File: src/rtl/filter_mode_ctrl.sv
`default_nettype none
// ============================================================================
// Module   : filter_mode_ctrl
// Purpose  : Debounced key / demo-driven filter mode selector that commits
//            mode changes only at VGA frame boundaries.
// Revision : 1.0 - initial release
// ============================================================================
module filter_mode_ctrl #(
    parameter int NUM_MODES       = 8,
    parameter int DEBOUNCE_CYCLES = 500000,
    parameter int DEMO_FRAMES     = 120,
    parameter int MW              = $clog2(NUM_MODES)
) (
    input  logic                 clk,
    input  logic                 rst,
    input  logic                 key_next_n,
    input  logic                 key_prev_n,
    input  logic                 demo_sw,
    input  logic                 vs_n,
    output logic [MW-1:0]        mode,
    output logic [NUM_MODES-2:0] filter_en,
    output logic                 mode_changed,
    output logic                 pending
);

    localparam int c_DB_W = (DEBOUNCE_CYCLES > 1) ? $clog2(DEBOUNCE_CYCLES) : 1;
    localparam int c_DF_W = (DEMO_FRAMES > 1) ? $clog2(DEMO_FRAMES) : 1;

    // Step encoding: two's-complement style {0, +1, -1}
    localparam logic [1:0] c_STEP_0 = 2'b00;
    localparam logic [1:0] c_STEP_P = 2'b01;
    localparam logic [1:0] c_STEP_M = 2'b11;

    typedef enum logic [1:0] {
        S_IDLE  = 2'd0,
        S_ARMED = 2'd1,
        S_APPLY = 2'd2
    } state_t;

    logic [3:0]            r_sync1;
    logic [3:0]            r_sync2;
    logic [1:0]            w_key_sync;
    logic [1:0]            w_press;
    logic                  w_demo_on;
    logic                  w_vs_sync;
    logic                  r_vs_prev;
    logic                  r_frame_start;
    logic [c_DF_W-1:0]     r_demo_cnt;
    logic                  w_demo_step;
    logic                  w_ev_next;
    logic                  w_ev_prev;
    logic                  w_key_ev;
    logic [1:0]            w_key_dir;
    state_t                r_state;
    state_t                w_state_nxt;
    logic [1:0]            r_step;
    logic [1:0]            w_step_nxt;
    logic [1:0]            r_defer;
    logic [1:0]            w_defer_nxt;
    logic                  w_apply;
    logic [MW-1:0]         r_mode;
    logic [MW-1:0]         w_mode_nxt;
    logic [NUM_MODES-2:0]  r_filter_en;
    logic [NUM_MODES-2:0]  w_en_nxt;
    logic                  r_mode_changed;

    // Bit order: {vs_n, demo_sw, key_prev_n, key_next_n}
    always_ff @(posedge clk) begin
        if (rst) begin
            r_sync1 <= '1;
            r_sync2 <= '1;
        end else begin
            r_sync1 <= {vs_n, demo_sw, key_prev_n, key_next_n};
            r_sync2 <= r_sync1;
        end
    end

    assign w_key_sync = r_sync2[1:0];
    assign w_demo_on  = r_sync2[2];
    assign w_vs_sync  = r_sync2[3];

    for (genvar gi = 0; gi < 2; gi++) begin : g_deb
        logic [c_DB_W-1:0] r_cnt;
        logic              r_acc;
        logic              r_press;

        always_ff @(posedge clk) begin
            if (rst) begin
                r_cnt   <= '0;
                r_acc   <= 1'b1;
                r_press <= 1'b0;
            end else begin
                r_press <= 1'b0;
                if (w_key_sync[gi] != r_acc) begin
                    if (r_cnt == c_DB_W'(DEBOUNCE_CYCLES - 1)) begin
                        r_cnt   <= '0;
                        r_acc   <= w_key_sync[gi];
                        r_press <= r_acc;  // only the 1->0 flip is a press
                    end else begin
                        r_cnt <= r_cnt + c_DB_W'(1);
                    end
                end else begin
                    r_cnt <= '0;
                end
            end
        end

        assign w_press[gi] = r_press;
    end

    always_ff @(posedge clk) begin
        if (rst) begin
            r_vs_prev     <= 1'b1;
            r_frame_start <= 1'b0;
            r_demo_cnt    <= '0;
        end else begin
            r_vs_prev     <= w_vs_sync;
            r_frame_start <= w_vs_sync & ~r_vs_prev;
            if (!w_demo_on) begin
                r_demo_cnt <= '0;
            end else if (r_frame_start) begin
                if (r_demo_cnt == c_DF_W'(DEMO_FRAMES - 1))
                    r_demo_cnt <= '0;
                else
                    r_demo_cnt <= r_demo_cnt + c_DF_W'(1);
            end
        end
    end

    assign w_demo_step = w_demo_on & r_frame_start &
                         (r_demo_cnt == c_DF_W'(DEMO_FRAMES - 1));
    assign w_ev_next   = w_press[0] & ~w_press[1];
    assign w_ev_prev   = w_press[1] & ~w_press[0];
    assign w_key_ev    = w_ev_next | w_ev_prev;
    assign w_key_dir   = w_ev_next ? c_STEP_P : c_STEP_M;

    always_ff @(posedge clk) begin
        if (rst) begin
            r_state        <= S_IDLE;
            r_step         <= c_STEP_0;
            r_defer        <= c_STEP_0;
            r_mode         <= '0;
            r_filter_en    <= '0;
            r_mode_changed <= 1'b0;
        end else begin
            r_state        <= w_state_nxt;
            r_step         <= w_step_nxt;
            r_defer        <= w_defer_nxt;
            r_mode         <= w_mode_nxt;
            r_filter_en    <= w_en_nxt;
            r_mode_changed <= w_apply;
        end
    end

    // A key event coinciding with the commit boundary is parked in r_defer
    // and re-evaluated in APPLY against the then-cleared step.
    always_comb begin
        w_state_nxt = r_state;
        w_step_nxt  = r_step;
        w_defer_nxt = c_STEP_0;
        w_apply     = 1'b0;
        case (r_state)
            S_IDLE: begin
                if (w_key_ev) begin
                    w_step_nxt  = w_key_dir;
                    w_state_nxt = S_ARMED;
                end else if (w_demo_step) begin
                    w_step_nxt  = c_STEP_P;
                    w_state_nxt = S_APPLY;
                end
            end
            S_ARMED: begin
                if (r_frame_start) begin
                    w_state_nxt = S_APPLY;
                    if (w_key_ev)
                        w_defer_nxt = w_key_dir;
                end else if (w_key_ev && (w_key_dir != r_step)) begin
                    w_step_nxt  = c_STEP_0;
                    w_state_nxt = S_IDLE;
                end
            end
            S_APPLY: begin
                w_apply = 1'b1;
                if (w_key_ev) begin
                    w_step_nxt  = w_key_dir;
                    w_state_nxt = S_ARMED;
                end else if (r_defer != c_STEP_0) begin
                    w_step_nxt  = r_defer;
                    w_state_nxt = S_ARMED;
                end else begin
                    w_step_nxt  = c_STEP_0;
                    w_state_nxt = S_IDLE;
                end
            end
            default: begin
                w_step_nxt  = c_STEP_0;
                w_state_nxt = S_IDLE;
            end
        endcase
    end

    always_comb begin
        w_mode_nxt = r_mode;
        if (w_apply) begin
            if (r_step == c_STEP_P)
                w_mode_nxt = (r_mode == MW'(NUM_MODES - 1)) ? '0 : r_mode + MW'(1);
            else if (r_step == c_STEP_M)
                w_mode_nxt = (r_mode == '0) ? MW'(NUM_MODES - 1) : r_mode - MW'(1);
        end
    end

    always_comb begin
        w_en_nxt = '0;
        for (int k = 1; k < NUM_MODES; k++) begin
            if (w_mode_nxt == MW'(k))
                w_en_nxt[k-1] = 1'b1;
        end
    end

    assign mode         = r_mode;
    assign filter_en    = r_filter_en;
    assign mode_changed = r_mode_changed;
    assign pending      = (r_state == S_ARMED);

endmodule
`default_nettype wire

File: config.mk
export PLATFORM = sky130hd
export DESIGN_NAME = filter_mode_ctrl
export DESIGN_NICKNAME = d
export VERILOG_FILES = /design/src/rtl/filter_mode_ctrl.sv
export SDC_FILE = /design/constraint.sdc
export NUM_CORES = 1
export LEC_CHECK = 0
export CAP_MARGIN = 10
export CORE_ASPECT_RATIO = 0.7
export CORE_UTILIZATION = 59
export CTS_CLUSTER_DIAMETER = 120
export DETAILED_ROUTE_END_ITERATION = 8
export HOLD_SLACK_MARGIN = 0.12
export PLACE_DENSITY_LB_ADDON = 0.08
export SLEW_MARGIN = 10
export SYNTH_ARGS = -nofsm -noshare
export SYNTH_HDL_FRONTEND = slang
export SYNTH_SLANG_ARGS = --single-unit
File: constraint.sdc
create_clock -name clk -period 2.3 [get_ports clk]
set_input_delay 0.345 -clock clk [delete_from_list [all_inputs] [get_ports clk]]
set_output_delay 0.345 -clock clk [all_outputs]
set_load 0.05 [all_outputs]
==> impl_results.md <==
* Post-synth ARST share at 0
* Die Wd at 91.3 um
* Core area at 5310 um^2
* Int Power at 1.94 mW
* Synthesized instance count at 363
* Vias per cell at 5.56
* Syn-to-layout area delta at 13.4%
* Most frequent cells in the layout: 76 x dfxtp_1, 46 x nor2_1, 24 x nand2_1, 19 x nand3_1, 18 x xor2_1
* Storage element area at 1520 um^2
* Mux share of post-synthesis cell area at 0.00912
* Final Critical Period at about 2200 ps
* Reg-to-reg critical path startpoint: r_state[1]
* Hold buffer count at cts at 0
* Global-route wire length before repair at roughly 11 mm
* Xor-xnor portion of the synthesized cell area at 0.0878
* DRT Pass-1 Iters at 4
* Detailed Route WL at 5.94 mm
* Switch share at 0.200
* Detailed Place HPWL at 4.09 mm
* Area contributors post-synth: dfxtp_1 46%, nor2_1 5.2%, xor2_1 4.8%
* Post-cts sizing count at 0
* Layout Nets at 397
* Relative slew slack at 0.567
* Final Core Density at 0.703
* Tcrit/Tclk final at 0.943
* Buffers on Ports at 17
* Max VDD drop at between 400 and 500 uV
* Nature of the critical path endpoint: primary output
* Synth top area share at 0.462
* P per Cell Area at 651 nW/um^2
* Post-Syn Area at 3290 um^2
* Max-cap violations at 0
* CTS clk-pin slew, worst paths at 80 ps
* Flop-to-flop setup slack at 430 ps
* Multi-input logic area at 1670 um^2
* Io pins at 18
* # rows at 22
* Main synth FF type: dfxtp_1
* DRT iter0 DRCs at 120
* Die Y at 64.5 um
* Sum Neg Setup Slack at 0 ps
* Number of antenna diodes at 0
* Initial antenna violation count at 0
* Num CTS Buffers at 9
* Initial Util at 0.620
* R2R depth at 4
* Run status: complete, no violations
* Yosys reg bits at 76
* Net Sw Power at about 490 uW
* Critical path startpoint category: flip-flop
* Hold Path Class: flip-flop to flip-flop
* Leak at 1.29 nW
* Largest family of logic cells by synthesized area: simple AND/OR/NAND/NOR gates
* Final clock skew at 13.0 ps
* Worst Path Required at 1960 ps
* RSZ-0062 raised after global routing: false
* WHS at 398 ps
* GR Overflow Total at 0
* CP Class: flip-flop to primary output
* Clock Sink Count at 76
* Max Freq at 0.461 GHz
* Netlist cell types at 52
* Highest net fanout along the worst path at 11
* Synth Area in Compound Gates at 0.0847
* CTS HTree Levels at 3
* Clock network fraction of design power at 0.437
* Via count at roughly 2.5k
* Post-Synth Simple-Gate Area at 0.290
* WP data arrival at 1820 ps
* Total Power at 2.43 mW
* Hold worst-path end: r_frame_start
* Placed Area at 3530 um^2
* Post-Synth Adder-Cell Area at 0.0342
* CTS tree: built
* R2R Path End: filter_en[1]
* WL per Instance at 13.0 um
* Cell taking the most area after synthesis: dfxtp_1
* Final Hold Viols at 0
* Seq pwr share at 0.546
* DRC violations left at 0
* Commonest non-fill, non-tap cell in the layout: dfxtp_1
* Sequential-to-total area share from yosys stat at 0.462
* Comb pwr share at 0.017
* Latest clock arrival within the worst-skew pair at 350 ps
* Die footprint at 5890 um^2
* Syn_nets at 378
* Final non-filler cell area at 3740 um^2
* Ratio of cells with drive above 1 in the final layout at 0.0907
* Gpl congestion at 0.803
* Syn. warnings at 0
* Final slew viol count at 0
* Critical Path Start: r_state[0]
* CTS Buffer Depth at 2
* Largest net degree at the start of global routing at 21
* HP Start: r_vs_prev
* Fillers at 435
* Final setup fails at 0
* Syn avg cell area at 9.07 um^2
* Worst hold stages at 1
* Clk root buf: clkbuf_8
* Post-CTS Setup Bufs at 0
* Post-synth EDFFs at 0
* Aggregate global-route resource usage at 0.230
* Slew at the pin with the worst max-slew slack at 646 ps
* Vias in the first global route at 2,385
* ANT nets after route at 0
-- power groups by stage --
stage	clock network [mW]	logic [mW]	registers (mW)
2_1_floorplan	0	0.0240	1.36
3_5_place_dp	0	0.0407	1.36
5_1_grt	1.15	0.0455	1.33
3_3_place_gp	0	0.0396	1.36
6_report	1.06	0.0404	1.33
4_1_cts	1.09	0.0408	1.33
-- registers in the layout, indices dropped and copies added (netlist names) --
| signal | flops |
|---|---|
| r_sync2 | 4 |
| r_vs_prev | 1 |
| mode | 3 |
| mode_changed | 1 |
| g_deb.r_acc | 2 |
| filter_en | 7 |
| r_state | 2 |
| g_deb.r_cnt | 38 |
| r_step | 2 |
| r_frame_start | 1 |
| r_defer | 2 |
| r_demo_cnt | 7 |
| g_deb.r_press | 2 |
| r_sync1 | 4 |
-- critical path, cell delays in order, from the launching register on --
cell and delay [ps]:
dfxtp_1 500, nor2b_1 170, clkdlybuf4s50_1 800
-- cell usage after synthesis, drive strengths merged (3+ instances only) --
cell and n:
a21oi 14, and3 4, and4 7, buf 5, clkbuf 9, dfxtp 76, ha 9, inv 12
mux2i 3, nand2 24, nand2b 3, nand3 20, nand4 10, nor2 46, nor2b 5, nor3 12
nor3b 6, nor4 6, o21ai 8, o31ai 5, or2 10, or3 6, or4 4, xnor2 15
xor2 18
-- cells by family after synthesis --
kind of cell	Yosys count
XOR/XNOR	33
flip-flops	76
buffers and inverters	26
AND/OR/NAND/NOR	174
adder cells (fa/ha/maj)	9
AO/OA/AOI/OAI	42
multiplexers	3
-- metal layers --
metal  share of wire  GRT usage
met5               0          0
met4           0.012      0.103
met2            0.42      0.339
met3           0.041     0.0775
met1            0.52      0.305
-- how the worst max path moves through the flow --
stage	endpoint	slack (ps)	cells past startpoint
4_1_cts	pending	110	2
3_5_place_dp	filter_en[1]	470	4
6_report	pending	130	2
5_1_grt	pending	20	2
3_3_place_gp	pending	510	2
2_1_floorplan	filter_en[3]	370	5
-- per-stage QoR --
step | instances | setup WS (ps)
floorplan | 363 | 373
global placement | 443 | 508
detailed placement | 443 | 469
CTS | 458 | 105
global route | 458 | 23.1
finish | 458 | 131
-- final cells by class --
class                      count  area share
inverter                      12      0.0121
multi-input combinational    261       0.446
clock inverter                 5      0.0208
tap                           72      0.0241
timing repair buffer          22      0.0556
clock buffer                  10      0.0342
sequential                    76       0.407
Note: power is estimated with default switching activity, not from simulation.
